**src/rtl/uart_rx_os.sv**
```systemverilog
// ---------------------------------------------------------------------------
// uart_rx_os
// UART receiver with its own oversampling baud generator. Each bit is
// sampled three times around mid-bit, and the majority of those three
// samples decides the bit value. Parity and the number of stop bits are set
// at run time. The block reports framing, parity and overrun errors, and it
// hands completed words to the bus side over a valid/ready handshake.
//
// Ports
//   clk          system clock
//   rst_n        asynchronous, active-low reset
//   baud_div_i   clk cycles per oversample tick (0 behaves as 1)
//   par_en_i     a parity bit follows the data bits
//   par_odd_i    1 = odd parity, 0 = even parity
//   stop2_i      check two stop bits
//   rxd_i        asynchronous serial input, idles high
//   rx_ready_i   consumer accepts the held word
//   rx_data_o    received word (the line sends it LSB first)
//   rx_valid_o   rx_data_o and the error flags are valid; held until accepted
//   frame_err_o  a stop bit of the held word was sampled low
//   par_err_o    parity mismatch on the held word
//   overrun_o    sticky; a completed word was dropped because one was held
//   busy_o       receiver is inside a frame
// ---------------------------------------------------------------------------
module uart_rx_os #(
  parameter int DATA_W = 8,
  parameter int OSR    = 16,
  parameter int DIV_W  = 16
) (
  input  logic              clk,
  input  logic              rst_n,
  input  logic [DIV_W-1:0]  baud_div_i,
  input  logic              par_en_i,
  input  logic              par_odd_i,
  input  logic              stop2_i,
  input  logic              rxd_i,
  input  logic              rx_ready_i,
  output logic [DATA_W-1:0] rx_data_o,
  output logic              rx_valid_o,
  output logic              frame_err_o,
  output logic              par_err_o,
  output logic              overrun_o,
  output logic              busy_o
);

  localparam int OS_W  = $clog2(OSR);
  localparam int IDX_W = $clog2(DATA_W);

  localparam logic [OS_W-1:0]  OS_S0    = OS_W'(OSR/2 - 1);
  localparam logic [OS_W-1:0]  OS_S1    = OS_W'(OSR/2);
  localparam logic [OS_W-1:0]  OS_S2    = OS_W'(OSR/2 + 1);
  localparam logic [OS_W-1:0]  OS_LAST  = OS_W'(OSR - 1);
  localparam logic [IDX_W-1:0] IDX_LAST = IDX_W'(DATA_W - 1);

  typedef enum logic [2:0] {
    S_IDLE,
    S_START,
    S_DATA,
    S_PARITY,
    S_STOP1,
    S_STOP2
  } state_e;

  state_e             state_q;
  logic               rx_meta_q, rxs_q, rxs_prev_q;
  logic [DIV_W-1:0]   div_cnt_q, div_cnt_d;
  logic [OS_W-1:0]    os_cnt_q;
  logic [IDX_W-1:0]   bit_idx_q;
  logic               s0_q, s1_q;
  logic [DATA_W-1:0]  shreg_q;
  logic               fe_acc_q, par_acc_q;
  logic [DATA_W-1:0]  rx_data_q;
  logic               rx_valid_q, frame_err_q, par_err_q, overrun_q;

  logic [DIV_W-1:0]   div_eff, div_last;
  logic               tick, start_edge, vote, dec_tick, end_tick;
  logic               complete, frame_err_d;

  // Two-flop synchroniser plus one extra stage so that a falling edge can be
  // seen on the synchronised line. All stages reset to the idle-high level.
  always_ff @(posedge clk or negedge rst_n) begin
    if (!rst_n) begin
      rx_meta_q  <= 1'b1;
      rxs_q      <= 1'b1;
      rxs_prev_q <= 1'b1;
    end else begin
      rx_meta_q  <= rxd_i;
      rxs_q      <= rx_meta_q;
      rxs_prev_q <= rxs_q;
    end
  end

  // Tick generation and the bit decision. The third sample is not stored: it
  // is the live synchronised value on the decision tick itself.
  always_comb begin
    div_eff     = (baud_div_i == '0) ? DIV_W'(1) : baud_div_i;
    div_last    = div_eff - DIV_W'(1);
    tick        = (div_cnt_q >= div_last);
    start_edge  = rxs_prev_q & ~rxs_q;
    vote        = (s0_q & s1_q) | (s0_q & rxs_q) | (s1_q & rxs_q);
    dec_tick    = tick && (os_cnt_q == OS_S2);
    end_tick    = tick && (os_cnt_q == OS_LAST);
    complete    = dec_tick &&
                  (((state_q == S_STOP1) && !stop2_i) || (state_q == S_STOP2));
    frame_err_d = (state_q == S_STOP2) ? (fe_acc_q | ~vote) : ~vote;
    if ((state_q == S_IDLE) && start_edge) begin
      div_cnt_d = '0;
    end else if (tick) begin
      div_cnt_d = '0;
    end else begin
      div_cnt_d = div_cnt_q + 1'b1;
    end
  end

  // Receive FSM and output register. A frame finishes at the mid-stop
  // decision so that a start edge in the second half of the stop bit is
  // still caught. The finished word is loaded on that same edge, which makes
  // rx_valid rise on the clk where busy falls.
  always_ff @(posedge clk or negedge rst_n) begin
    if (!rst_n) begin
      state_q     <= S_IDLE;
      div_cnt_q   <= '0;
      os_cnt_q    <= '0;
      bit_idx_q   <= '0;
      s0_q        <= 1'b1;
      s1_q        <= 1'b1;
      shreg_q     <= '0;
      fe_acc_q    <= 1'b0;
      par_acc_q   <= 1'b0;
      rx_data_q   <= '0;
      rx_valid_q  <= 1'b0;
      frame_err_q <= 1'b0;
      par_err_q   <= 1'b0;
      overrun_q   <= 1'b0;
    end else begin
      div_cnt_q <= div_cnt_d;

      if (state_q == S_IDLE) begin
        os_cnt_q <= '0;
      end else if (tick) begin
        os_cnt_q <= (os_cnt_q == OS_LAST) ? '0 : os_cnt_q + 1'b1;
      end

      if (tick && (os_cnt_q == OS_S0)) s0_q <= rxs_q;
      if (tick && (os_cnt_q == OS_S1)) s1_q <= rxs_q;

      case (state_q)
        S_IDLE: begin
          if (start_edge) begin
            state_q   <= S_START;
            bit_idx_q <= '0;
            fe_acc_q  <= 1'b0;
            par_acc_q <= 1'b0;
          end
        end
        S_START: begin
          // A high majority means the edge was a glitch, not a start bit.
          if (dec_tick && vote) begin
            state_q <= S_IDLE;
          end else if (end_tick) begin
            state_q <= S_DATA;
          end
        end
        S_DATA: begin
          if (dec_tick) shreg_q <= {vote, shreg_q[DATA_W-1:1]};
          if (end_tick) begin
            if (bit_idx_q == IDX_LAST) begin
              state_q <= par_en_i ? S_PARITY : S_STOP1;
            end else begin
              bit_idx_q <= bit_idx_q + 1'b1;
            end
          end
        end
        S_PARITY: begin
          if (dec_tick) par_acc_q <= (^shreg_q) ^ vote ^ par_odd_i;
          if (end_tick) state_q <= S_STOP1;
        end
        S_STOP1: begin
          if (dec_tick) begin
            fe_acc_q <= ~vote;
            if (!stop2_i) state_q <= S_IDLE;
          end else if (end_tick) begin
            state_q <= S_STOP2;
          end
        end
        S_STOP2: begin
          if (dec_tick) state_q <= S_IDLE;
        end
        default: state_q <= S_IDLE;
      endcase

      // A finished word either replaces the held one (free or being accepted
      // this cycle) or is dropped and reported as an overrun.
      if (complete) begin
        if (!rx_valid_q || rx_ready_i) begin
          rx_data_q   <= shreg_q;
          frame_err_q <= frame_err_d;
          par_err_q   <= par_acc_q;
          rx_valid_q  <= 1'b1;
          if (rx_valid_q) overrun_q <= 1'b0;
        end else begin
          overrun_q <= 1'b1;
        end
      end else if (rx_valid_q && rx_ready_i) begin
        rx_valid_q <= 1'b0;
        overrun_q  <= 1'b0;
      end
    end
  end

  assign rx_data_o   = rx_data_q;
  assign rx_valid_o  = rx_valid_q;
  assign frame_err_o = frame_err_q;
  assign par_err_o   = par_err_q;
  assign overrun_o   = overrun_q;
  assign busy_o      = (state_q != S_IDLE);

endmodule

```
**config.mk**
```make
export PLATFORM = sky130hd
export DESIGN_NAME = uart_rx_os
export DESIGN_NICKNAME = d
export VERILOG_FILES = /design/src/rtl/uart_rx_os.sv
export SDC_FILE = /design/constraint.sdc
export NUM_CORES = 1
export LEC_CHECK = 0
export CAP_MARGIN = 5
export CORE_ASPECT_RATIO = 1.25
export CORE_MARGIN = 1
export CORE_UTILIZATION = 46
export DETAILED_ROUTE_END_ITERATION = 8
export MAX_ROUTING_LAYER = met4
export PLACE_DENSITY = 0.67
export SLEW_MARGIN = 20
export SYNTH_ARGS = -nofsm -noshare
export SYNTH_HDL_FRONTEND = slang
export SYNTH_SLANG_ARGS = --single-unit
```
**constraint.sdc**
```tcl
create_clock -name clk -period 6.6 [get_ports clk]
set_input_delay 1.32 -clock clk [delete_from_list [all_inputs] [get_ports clk]]
set_output_delay 1.32 -clock clk [all_outputs]
set_load 0.01 [all_outputs]
```
==> run_results.csv, run 1 <==
group,metric,value,unit
timing,min_period_over_period,91.2,%
routing,first_pass_iters,4,
global_routing,grt_pass1_vias,2440,
die,die_y,95.4,um
cells_and_area,drive_above_1_share,14.3,%
die,die_w,76.8,um
power_and_ir_drop,finalPower,0.807,mW
setup_path,arrival,6.21,ns
setup_path,endpoint,"rx_data_o[1]$_DFFE_PN0P_",
setup_path,worstReg2RegEnd,"bit_idx_q[0]$_DFFE_PN0P_",
synthesis,synth_edf_count,0,
cells_and_area,fillCellCount,612,
global_routing,grt_use_total,19.4,%
routing,drc_errors,0,
timing,hold_violations,0,
timing,min_period,6.02,ns
run_status,status,"completed",
synthesis,async_flop_share,100,%
cells_and_area,antenna_cells,0,
routing,num_vias,2405,
cells_and_area,multiInputGateArea,1810,um2
synthesis,ys_ff_latch,53,
clock_tree,clock-sinks,53,
timing,rsz0062_at_grt,"false",
clock_tree,clk_path_buf_depth,2,
synthesis,synth_area,3210,um2
timing,clock.fmax,166,MHz
placed_design,gp_congestion,0.804,
timing,tns,0,ns
global_routing,grt_pass1_wl,11000,um
setup_path,r2r_slack,3.61,ns
synthesis,ys.warnings.count,0,
synthesis,ys.flop_type,"dfrtp_1",
global_routing,gr-total-overflow,0,
routing,detail_route.wl_per_cell,14.2,um
placed_design,detailed_place_hpwl,4710,um
placed_design,port_buffers,35,
clock_tree,cts_tree,"yes",
cells_and_area,area_delta_synth_final,17.8,%
die,die_area,7330,um2
clock_tree,root_buffer,"clkbuf_8",
synthesis,avgSynthCellArea,10.2,um2
cells_and_area,fin_area,3780,um2
synthesis,syn_nets,362,
die,design.core.area,6650,um2
global_routing,grt_max_degree,54,
routing,via_per_inst,5.42,
die,start_util,48.3,%
clock_tree,numCtsBuffers,5,
cells_and_area,seq_area,1330,um2
timing,tightest_slew,0.888,ns
timing,finClkSkew,0.0105,ns
setup_path,cp.required,6.80,ns
clock_tree,cts-resized-gates,0,
timing,slew_violations,0,
setup_path,path_class,"primary input to flip-flop",
power_and_ir_drop,leakage,1.73,nW
setup_path,worst_setup_path_start_kind,"primary input",
timing,maxSlewHeadroom,39.3,%
setup_path,cp-end-kind,"flip-flop",
setup_path,timing.rr.start,"div_cnt_q[0]$_DFF_PN0_",
synthesis,yosysSeqAreaShare,41.5,%
hold_path,hp-class,"flip-flop to flip-flop",
clock_tree,htreeDepth,2,
flow_run,cap_viol_max_count,0,
cells_and_area,nNetsFinal,402,
clock_tree,cts_hold_buf,0,
synthesis,yosys.cell_types.count,51,
clock_tree,post_cts_buffers,0,
setup_path,cp_max_fo,10,
setup_path,startpoint,"baud_div_i[10]",
global_routing,grt_antenna_before_repair,0,
setup_path,r2r.worst_path.cells,8,
routing,totalWireLength,6290,um
timing,setup_viol_count_final,0,
routing,drtIter0Drc,116,
power_and_ir_drop,vdd_ir_drop_max,137,uV
synthesis,syn_inst,316,
die,fp-row-count,33,
power_and_ir_drop,powerDensity,213,nW/um2
clock_tree,clk_pin_slew,0.10,ns
die,ios,36,
placed_design,placed_area,3670,um2
clock_tree,worstSkewPairLatency,0.31,ns
routing,ant_nets,0,
==> per-stage QoR <==
stage / hold slack [ns] / utilization [%] / setup slack [ns] / instances
floorplan: 0.345 / - / 1.05 / 316
global placement: 0.346 / 55.2 / 0.324 / 436
detailed placement: 0.351 / 55.2 / 0.253 / 436
CTS: 0.365 / 56.9 / 0.592 / 444
global route: 0.370 / 56.9 / 0.351 / 444
finish: 0.365 / 56.9 / 0.582 / 444
==> cell families after synthesis <==
kind of cell             Yosys count  share of synthesized area (%)
flip-flops                        53                           41.5
AND/OR/NAND/NOR                  121                           19.6
XOR/XNOR                          36                           9.81
AO/OA/AOI/OAI                     36                           8.29
adder cells (fa/ha/maj)           24                           9.27
multiplexers                      27                           9.23
buffers and inverters             19                           2.34
==> layout by cell type, fill, tap and decap left out, types with 6 or more instances in the layout <==
cell             instances
xnor2_1                 23
clkdlybuf4s50_1         34
dfrtp_1                 48
inv_1                   13
a21oi_1                  6
mux2_2                  21
o21ai_0                  9
mux2i_1                  6
ha_1                    23
xor2_1                  13
nor2_1                  36
nor3_1                   7
nand2_1                 18
nand3_1                 19
==> flip-flops by register name (all words and copies together) (netlist names) <==
signal / flops
s0_q: 1
bit_idx_q: 3
rxs_q: 1
par_acc_q: 1
rx_meta_q: 1
div_cnt_q: 16
frame_err_o: 1
state_q: 3
rx_valid_o: 1
shreg_q: 8
os_cnt_q: 4
rxs_prev_q: 1
rx_data_o: 8
s1_q: 1
fe_acc_q: 1
overrun_o: 1
par_err_o: 1
==> worst min path at each step <==
stage,start,end,slack [ns],cells past startpoint
2_1_floorplan,rx_meta_q$_DFF_PN1_,rxs_q$_DFF_PN1_,0.35,0
3_3_place_gp,rx_meta_q$_DFF_PN1_,rxs_q$_DFF_PN1_,0.35,0
3_5_place_dp,rx_meta_q$_DFF_PN1_,rxs_q$_DFF_PN1_,0.35,0
4_1_cts,rx_meta_q$_DFF_PN1_,rxs_q$_DFF_PN1_,0.37,0
5_1_grt,rx_meta_q$_DFF_PN1_,rxs_q$_DFF_PN1_,0.37,0
6_report,rx_meta_q$_DFF_PN1_,rxs_q$_DFF_PN1_,0.37,0
==> critical path, cell delays in order <==
cell and delay (ns):
clkdlybuf4s50_1 0.45, or4_1 0.57, or3_1 0.35, or3_1 0.37, nor4_1 0.18, nor2_1 0.10
ha_1 0.22, nand2b_1 0.11, or3_1 0.20, nor2_1 0.08, xnor2_1 0.12, ha_1 0.29
and4_4 0.23, nand4_1 0.11, or4_4 0.57, a31oi_4 0.34, nand4_4 0.25, mux2_2 0.34
==> layer usage <==
layer  part of all wire, %  track usage, %  up-vias
li1                      -               -     1192
met1                    46            23.7     1172
met2                    50            33.5       35
met3                   2.8            2.87        6
met4                   1.2            5.13        0
met5                     0               -        -
==> where the power goes <==
group	internal, mW	switching (mW)
clock	0.114	0.108
sequential	0.351	0.0365
combinational	0.0854	0.112
==> cell usage after synthesis (all sizes together) (2+ instances only) <==
cell type | count | area share (%)
dfrtp | 48 | 37
nor2 | 36 | 4.2
ha | 23 | 9.0
xnor2 | 23 | 6.3
mux2 | 21 | 7.4
nand2 | 19 | 2.3
nand3 | 19 | 3.0
inv | 13 | 1.5
xor2 | 13 | 3.5
o21ai | 10 | 1.7
nor3 | 7 | 1.1
a21oi | 6 | 0.93
mux2i | 6 | 1.9
nand4 | 6 | 1.6
dfstp | 5 | 4.1
nor2b | 5 | 0.97
and3 | 4 | 0.78
buf | 4 | 0.58
nand2b | 4 | 0.78
or3 | 4 | 0.78
or4 | 4 | 1.1
a21o | 3 | 0.70
and2 | 3 | 0.62
and4 | 3 | 0.93
nor4 | 3 | 0.58
a2111oi | 2 | 0.55
a32o | 2 | 0.62
a41o | 2 | 0.62
clkbuf | 2 | 0.23
o22ai | 2 | 0.39
or2 | 2 | 0.39
or2b | 2 | 0.47
==> area by class of cell <==
| cell class | count | share of cell area [%] |
|---|---|---|
| clock buffers | 5 | 1.82 |
| clock inverters | 3 | 1.16 |
| inverters | 13 | 1.29 |
| multi-input cells | 244 | 47.7 |
| flip-flops and latches | 53 | 35.2 |
| well taps | 87 | 2.88 |
| repair buffers | 39 | 9.92 |
No activity file was read; power rests on OpenSTA's default activity.
==> run 2, diff against run 1 <==
--- a/config.mk
+++ b/config.mk
@@ -10,6 +10,7 @@
 export CORE_MARGIN = 1
 export CORE_UTILIZATION = 46
 export DETAILED_ROUTE_END_ITERATION = 8
+export GPL_TIMING_DRIVEN = 0
 export MAX_ROUTING_LAYER = met4
 export PLACE_DENSITY = 0.67
 export SLEW_MARGIN = 20
==> run 2 against run 1 <==
Total power decreased by 2.8%. Cell count increased by 0.45%. Clock-buffer cell count unchanged. Core utilization decreased by 0.24 points. First-iteration DRC count unchanged. Clock power decreased by 11%. Largest cell class unchanged. Highest routed layer unchanged. Register-to-register slack improved by 0.11 ns. Sequential power decreased by 4%. Critical path type unchanged.
==> run_results.csv, run 2 (synthesized netlist as in run 1, its figures left out) <==
group,metric,value,unit
timing,finClkSkew,0.0133,ns
global_routing,grt_use_total,19.2,%
timing,hold_violations,0,
die,ios,36,
setup_path,arrival,6.31,ns
clock_tree,cts_hold_buf,0,
global_routing,grt_pass1_vias,2349,
setup_path,timing.rr.start,"div_cnt_q[0]$_DFF_PN0_",
clock_tree,post_cts_buffers,0,
global_routing,grt_max_degree,54,
clock_tree,clk_pin_slew,0.11,ns
die,die_w,76.8,um
timing,slew_violations,0,
die,fp-row-count,33,
global_routing,grt_pass1_wl,10900,um
power_and_ir_drop,p_comb_share,27.2,%
hold_path,hold_depth,0,
cells_and_area,mostFrequentLayoutCells,"48 x dfrtp_1, 36 x nor2_1, 34 x clkdlybuf4s50_1, 23 x xnor2_1, 23 x ha_1",
placed_design,placedCellCount,438,
power_and_ir_drop,clkPwrFrac,25.1,%
timing,maxSlewHeadroom,56.3,%
die,die_y,95.4,um
hold_path,min_to,"rxs_q$_DFF_PN1_",
timing,tightest_slew,0.650,ns
setup_path,cp-end-kind,"flip-flop",
timing,rsz0062_at_grt,"false",
clock_tree,root_buffer,"clkbuf_8",
cells_and_area,final_common_cell,"dfrtp_1",
routing,first_pass_iters,4,
cells_and_area,antenna_cells,0,
cells_and_area,area_delta_synth_final,17.3,%
die,design.core.area,6650,um2
placed_design,port_buffers,35,
run_status,status,"completed",
cells_and_area,layout.cells.non_filler,446,
power_and_ir_drop,p_sw,0.267,mW
power_and_ir_drop,powerDensity,208,nW/um2
timing,setup_viol_count_final,0,
clock_tree,clk_path_buf_depth,2,
clock_tree,numCtsBuffers,5,
clock_tree,cts-resized-gates,0,
setup_path,cp_max_fo,5,
hold_path,worstHoldStart,"rx_meta_q$_DFF_PN1_",
cells_and_area,drive_above_1_share,13.9,%
cells_and_area,largest_reg_flops,16,
routing,ant_nets,0,
setup_path,r2r_slack,3.72,ns
global_routing,grt_antenna_before_repair,0,
power_and_ir_drop,leakage,1.73,nW
power_and_ir_drop,switching_share,34.0,%
routing,detail_route.wl_per_cell,14.0,um
routing,num_vias,2403,
routing,drtIter0Drc,116,
cells_and_area,nNetsFinal,404,
clock_tree,cts_tree,"yes",
placed_design,detailed_place_hpwl,4740,um
die,die_area,7330,um2
clock_tree,clock-sinks,53,
routing,via_per_inst,5.39,
power_and_ir_drop,seqPwrFrac,47.7,%
clock_tree,htreeDepth,2,
timing,tns,0,ns
power_and_ir_drop,vdd_ir_drop_max,144,uV
placed_design,gp_congestion,0.829,
setup_path,r2r.worst_path.cells,8,
die,start_util,48.3,%
global_routing,gr-total-overflow,0,
routing,totalWireLength,6230,um
setup_path,worstReg2RegEnd,"bit_idx_q[0]$_DFFE_PN0P_",
setup_path,path_class,"primary input to flip-flop",
hold_path,hp-class,"flip-flop to flip-flop",
setup_path,worst_setup_path_start_kind,"primary input",
timing,min_period,6.09,ns
routing,drc_errors,0,
power_and_ir_drop,power.internal,0.517,mW
flow_run,cap_viol_max_count,0,
cells_and_area,regMostFlops,"div_cnt_q",
clock_tree,worstSkewPairLatency,0.32,ns
timing,min_period_over_period,92.3,%
setup_path,cp.required,6.82,ns
timing,clock.fmax,164,MHz
run 2: cell types whose count changed in the layout (fill, tap and decap cells not counted), sizes merged:
cell	change
clkbuf	+2
inv	+1
bufinv	-1
run 2: power groups by stage:
stage	Combinational, mW	Clock [mW]	Sequential, mW
global placement	0.209	0	0.379
CTS	0.215	0.204	0.374
finish	0.213	0.197	0.374
global route	0.246	0.217	0.378
floorplan	0.146	0	0.374
detailed placement	0.213	0	0.380
run 2: worst max-delay path by stage:
stage | from | endpoint | slack [ns] | cells after the start
final | baud_div_i[4] | bit_idx_q[0]$_DFFE_PN0P_ | 0.51 | 18
after global routing | baud_div_i[6] | bit_idx_q[0]$_DFFE_PN0P_ | 0.11 | 18
after CTS | baud_div_i[4] | rx_data_o[1]$_DFFE_PN0P_ | 0.49 | 18
after detailed placement | baud_div_i[4] | rx_data_o[1]$_DFFE_PN0P_ | 0.15 | 18
after global placement | baud_div_i[5] | rx_data_o[5]$_DFFE_PN0P_ | 0.19 | 18
after floorplan | baud_div_i[6] | frame_err_o$_DFFE_PN0P_ | 1.05 | 17
run 2: per-layer routing:
layer / wire, um / global-route usage (%) / part of all wire (%)
met5: 0 / - / 0
met4: 58 / 5.29 / 0.93
met1: 2870 / 23.8 / 46
met2: 3160 / 32.2 / 51
met3: 146 / 3.54 / 2.3
run 2: area by class of cell:
type	instances	area [um2]
fillers	598	2880
multi-input cells	244	1810
flip-flops and latches	53	1330
repair buffers	35	348
well taps	87	109
clock buffers	5	68.8
inverters	13	48.8
clock inverters	3	28.8
plain buffers	6	26.3
run 2: critical path, cell delays in order:
cell	delay, ns
clkdlybuf4s50_1	0.47
or4_1	0.52
or2_2	0.33
or3_1	0.41
nor4_1	0.19
nor2_1	0.11
ha_1	0.22
nand2b_1	0.11
or3_1	0.20
nor3_1	0.08
xnor2_1	0.12
ha_1	0.26
and2_2	0.21
a221o_1	0.31
a21oi_1	0.31
nand3_1	0.25
a41oi_1	0.49
mux2_2	0.39
run 2: stage by stage:
stage | total power, mW | cell area, um2 | hold WS, ns | utilization, % | setup WS [ns]
after global routing | 0.841 | 3770 | 0.364 | 56.7 | 0.111
after floorplan | 0.520 | 3210 | 0.345 | - | 1.05
after detailed placement | 0.593 | 3670 | 0.348 | 55.2 | 0.151
after CTS | 0.793 | 3770 | 0.362 | 56.7 | 0.494
final | 0.784 | 3770 | 0.361 | 56.7 | 0.507
after global placement | 0.588 | 3670 | 0.346 | 55.2 | 0.191
==> run 3, diff against run 2 <==
--- a/config.mk
+++ b/config.mk
@@ -8,11 +8,11 @@
 export CAP_MARGIN = 5
 export CORE_ASPECT_RATIO = 1.25
 export CORE_MARGIN = 1
-export CORE_UTILIZATION = 46
+export CORE_UTILIZATION = 60
 export DETAILED_ROUTE_END_ITERATION = 8
 export GPL_TIMING_DRIVEN = 0
 export MAX_ROUTING_LAYER = met4
-export PLACE_DENSITY = 0.67
+export PLACE_DENSITY_LB_ADDON = 0.05
 export SLEW_MARGIN = 20
 export SYNTH_ARGS = -nofsm -noshare
 export SYNTH_HDL_FRONTEND = slang
==> run 3 against run 2 <==
Largest power group unchanged. Global-route usage rose by 6.2 points. Clock skew fell by 0.0065 ns. Combinational power barely moved.
==> run_results.csv, run 3 (synthesized netlist as in run 1, its figures left out) <==
group,metric,value,unit
clock_tree,numCtsBuffers,5,
routing,via_per_inst,5.80,
placed_design,pre_cts_ws,0.209,ns
cells_and_area,fin_area,3730,um2
global_routing,grt_use_total,25.4,%
placed_design,placedCellCount,413,
setup_path,cp_max_fo,5,
clock_tree,worstSkewPairLatency,0.30,ns
timing,tightest_slew,0.763,ns
timing,setup_viol_count_final,0,
power_and_ir_drop,leakage,1.71,nW
power_and_ir_drop,p_sw,0.253,mW
placed_design,placed_area,3640,um2
timing,finalWorstSetupSlack,0.561,ns
cells_and_area,layout.cells.non_filler,421,
power_and_ir_drop,powerDensity,206,nW/um2
power_and_ir_drop,seqPwrFrac,48.7,%
cells_and_area,area_delta_synth_final,16.0,%
global_routing,grt_antenna_before_repair,0,
timing,min_period,6.04,ns
timing,maxSlewHeadroom,47.8,%
routing,drc_errors,0,
die,die_w,67.5,um
setup_path,path_class,"primary input to flip-flop",
clock_tree,root_buffer,"clkbuf_8",
clock_tree,cts-resized-gates,0,
setup_path,cp_cell_sequence,"clkdlybuf4s50_1 > or4_1 > or2_2 > or3_1 > nor4_1 > nor2_1 > ha_1 > nand2b_1 > or3_1 > nor3_1 > xnor2_1 > ha_1 > and2_2 > a221o_1 > a21oi_1 > nand3_1 > a41oi_1 > mux2_2",
cells_and_area,final_common_cell,"dfrtp_1",
die,start_util,62.8,%
die,ios,36,
clock_tree,htreeDepth,2,
placed_design,detailed_place_hpwl,4580,um
global_routing,grt_pass1_vias,2389,
setup_path,worst_setup_path_start_kind,"primary input",
run_status,status,"completed",
setup_path,cp_slowest_cell,"or4_1",
setup_path,cp.required,6.79,ns
setup_path,crit_family,"simple AND/OR/NAND/NOR gates",
global_routing,gr-total-overflow,0,
die,die_y,83.8,um
die,fp-row-count,29,
timing,min_period_over_period,91.5,%
setup_path,cpPeakStageDelay,0.56,ns
power_and_ir_drop,vdd_ir_drop_max,187,uV
power_and_ir_drop,switching_share,33.0,%
global_routing,grt_pass1_wl,10600,um
die,die_area,5650,um2
routing,first_pass_iters,4,
setup_path,arrival,6.23,ns
cells_and_area,largest_reg_flops,16,
power_and_ir_drop,finalPower,0.766,mW
cells_and_area,mostFrequentLayoutCells,"48 x dfrtp_1, 36 x nor2_1, 34 x clkdlybuf4s50_1, 23 x xnor2_1, 23 x ha_1",
placed_design,port_buffers,35,
timing,rsz0062_at_grt,"false",
routing,ant_nets,0,
clock_tree,clock-sinks,53,
routing,num_vias,2442,
clock_tree,post_cts_buffers,0,
setup_path,cp-end-kind,"flip-flop",
routing,drtIter0Drc,202,
placed_design,gp_congestion,0.894,
routing,detail_route.wl_per_cell,14.4,um
timing,clock.fmax,166,MHz
timing,finClkSkew,0.00674,ns
cells_and_area,regMostFlops,"div_cnt_q",
cells_and_area,antenna_cells,0,
clock_tree,cts_hold_buf,0,
cells_and_area,drive_above_1_share,13.6,%
routing,totalWireLength,6070,um
setup_path,crit_buf_inv,1,
timing,hold_violations,0,
clock_tree,clk_pin_slew,0.09,ns
die,design.core.area,5120,um2
clock_tree,cts_tree,"yes",
cells_and_area,nNetsFinal,404,
hold_path,hp-class,"flip-flop to flip-flop",
power_and_ir_drop,p_comb_share,28.0,%
timing,slew_violations,0,
timing,tns,0,ns
clock_tree,clk_path_buf_depth,2,
flow_run,cap_viol_max_count,0,
power_and_ir_drop,clkPwrFrac,23.3,%
global_routing,grt_max_degree,54,
power_and_ir_drop,power.internal,0.513,mW
## run 3: cell type report
type,instances,area [um2]
tap,62,77.6
clock buffer,6,72.6
fill,400,1390
timing repair buffer,35,348
buffer,6,26.3
multi-input combinational,244,1810
inverter,13,48.8
clock inverter,2,15.0
sequential,53,1330
## run 3: power groups by stage
stage	clock network [mW]	logic (mW)	registers, mW
after floorplan	0	0.146	0.374
after global placement	0	0.208	0.379
after detailed placement	0	0.213	0.380
after CTS	0.186	0.216	0.373
after global routing	0.199	0.246	0.377
final	0.178	0.215	0.373
## run 3: through the flow
step | hold slack [ns] | utilization, %
after floorplan | 0.345 | -
after global placement | 0.352 | 71.2
after detailed placement | 0.353 | 71.1
after CTS | 0.370 | 72.8
after global routing | 0.373 | 72.8
final | 0.367 | 72.8
## run 3: path summary, 6_finish.rpt
kind,startpoint,end,slack (ns),depth (start not counted)
setup / recovery,baud_div_i[6],bit_idx_q[0]$_DFFE_PN0P_,0.56,18
hold / removal,rx_meta_q$_DFF_PN1_,rxs_q$_DFF_PN1_,0.37,0
setup reg to reg,div_cnt_q[0]$_DFF_PN0_,bit_idx_q[0]$_DFFE_PN0P_,3.63,8
hold reg to reg,rx_meta_q$_DFF_PN1_,rxs_q$_DFF_PN1_,0.37,0
max in group asynchronous,rst_n,bit_idx_q[2]$_DFFE_PN0P_,5.12,1
min in group asynchronous,rst_n,state_q[0]$_DFFE_PN0P_,1.05,1
## run 3: layer usage
metal | global-route usage [%] | share of wire (%) | vias up
li1 | - | - | 1213
met1 | 29.7 | 43 | 1155
met2 | 43.0 | 52 | 63
met3 | 3.42 | 3.4 | 11
met4 | 9.67 | 2.2 | 0
met5 | - | 0 | -
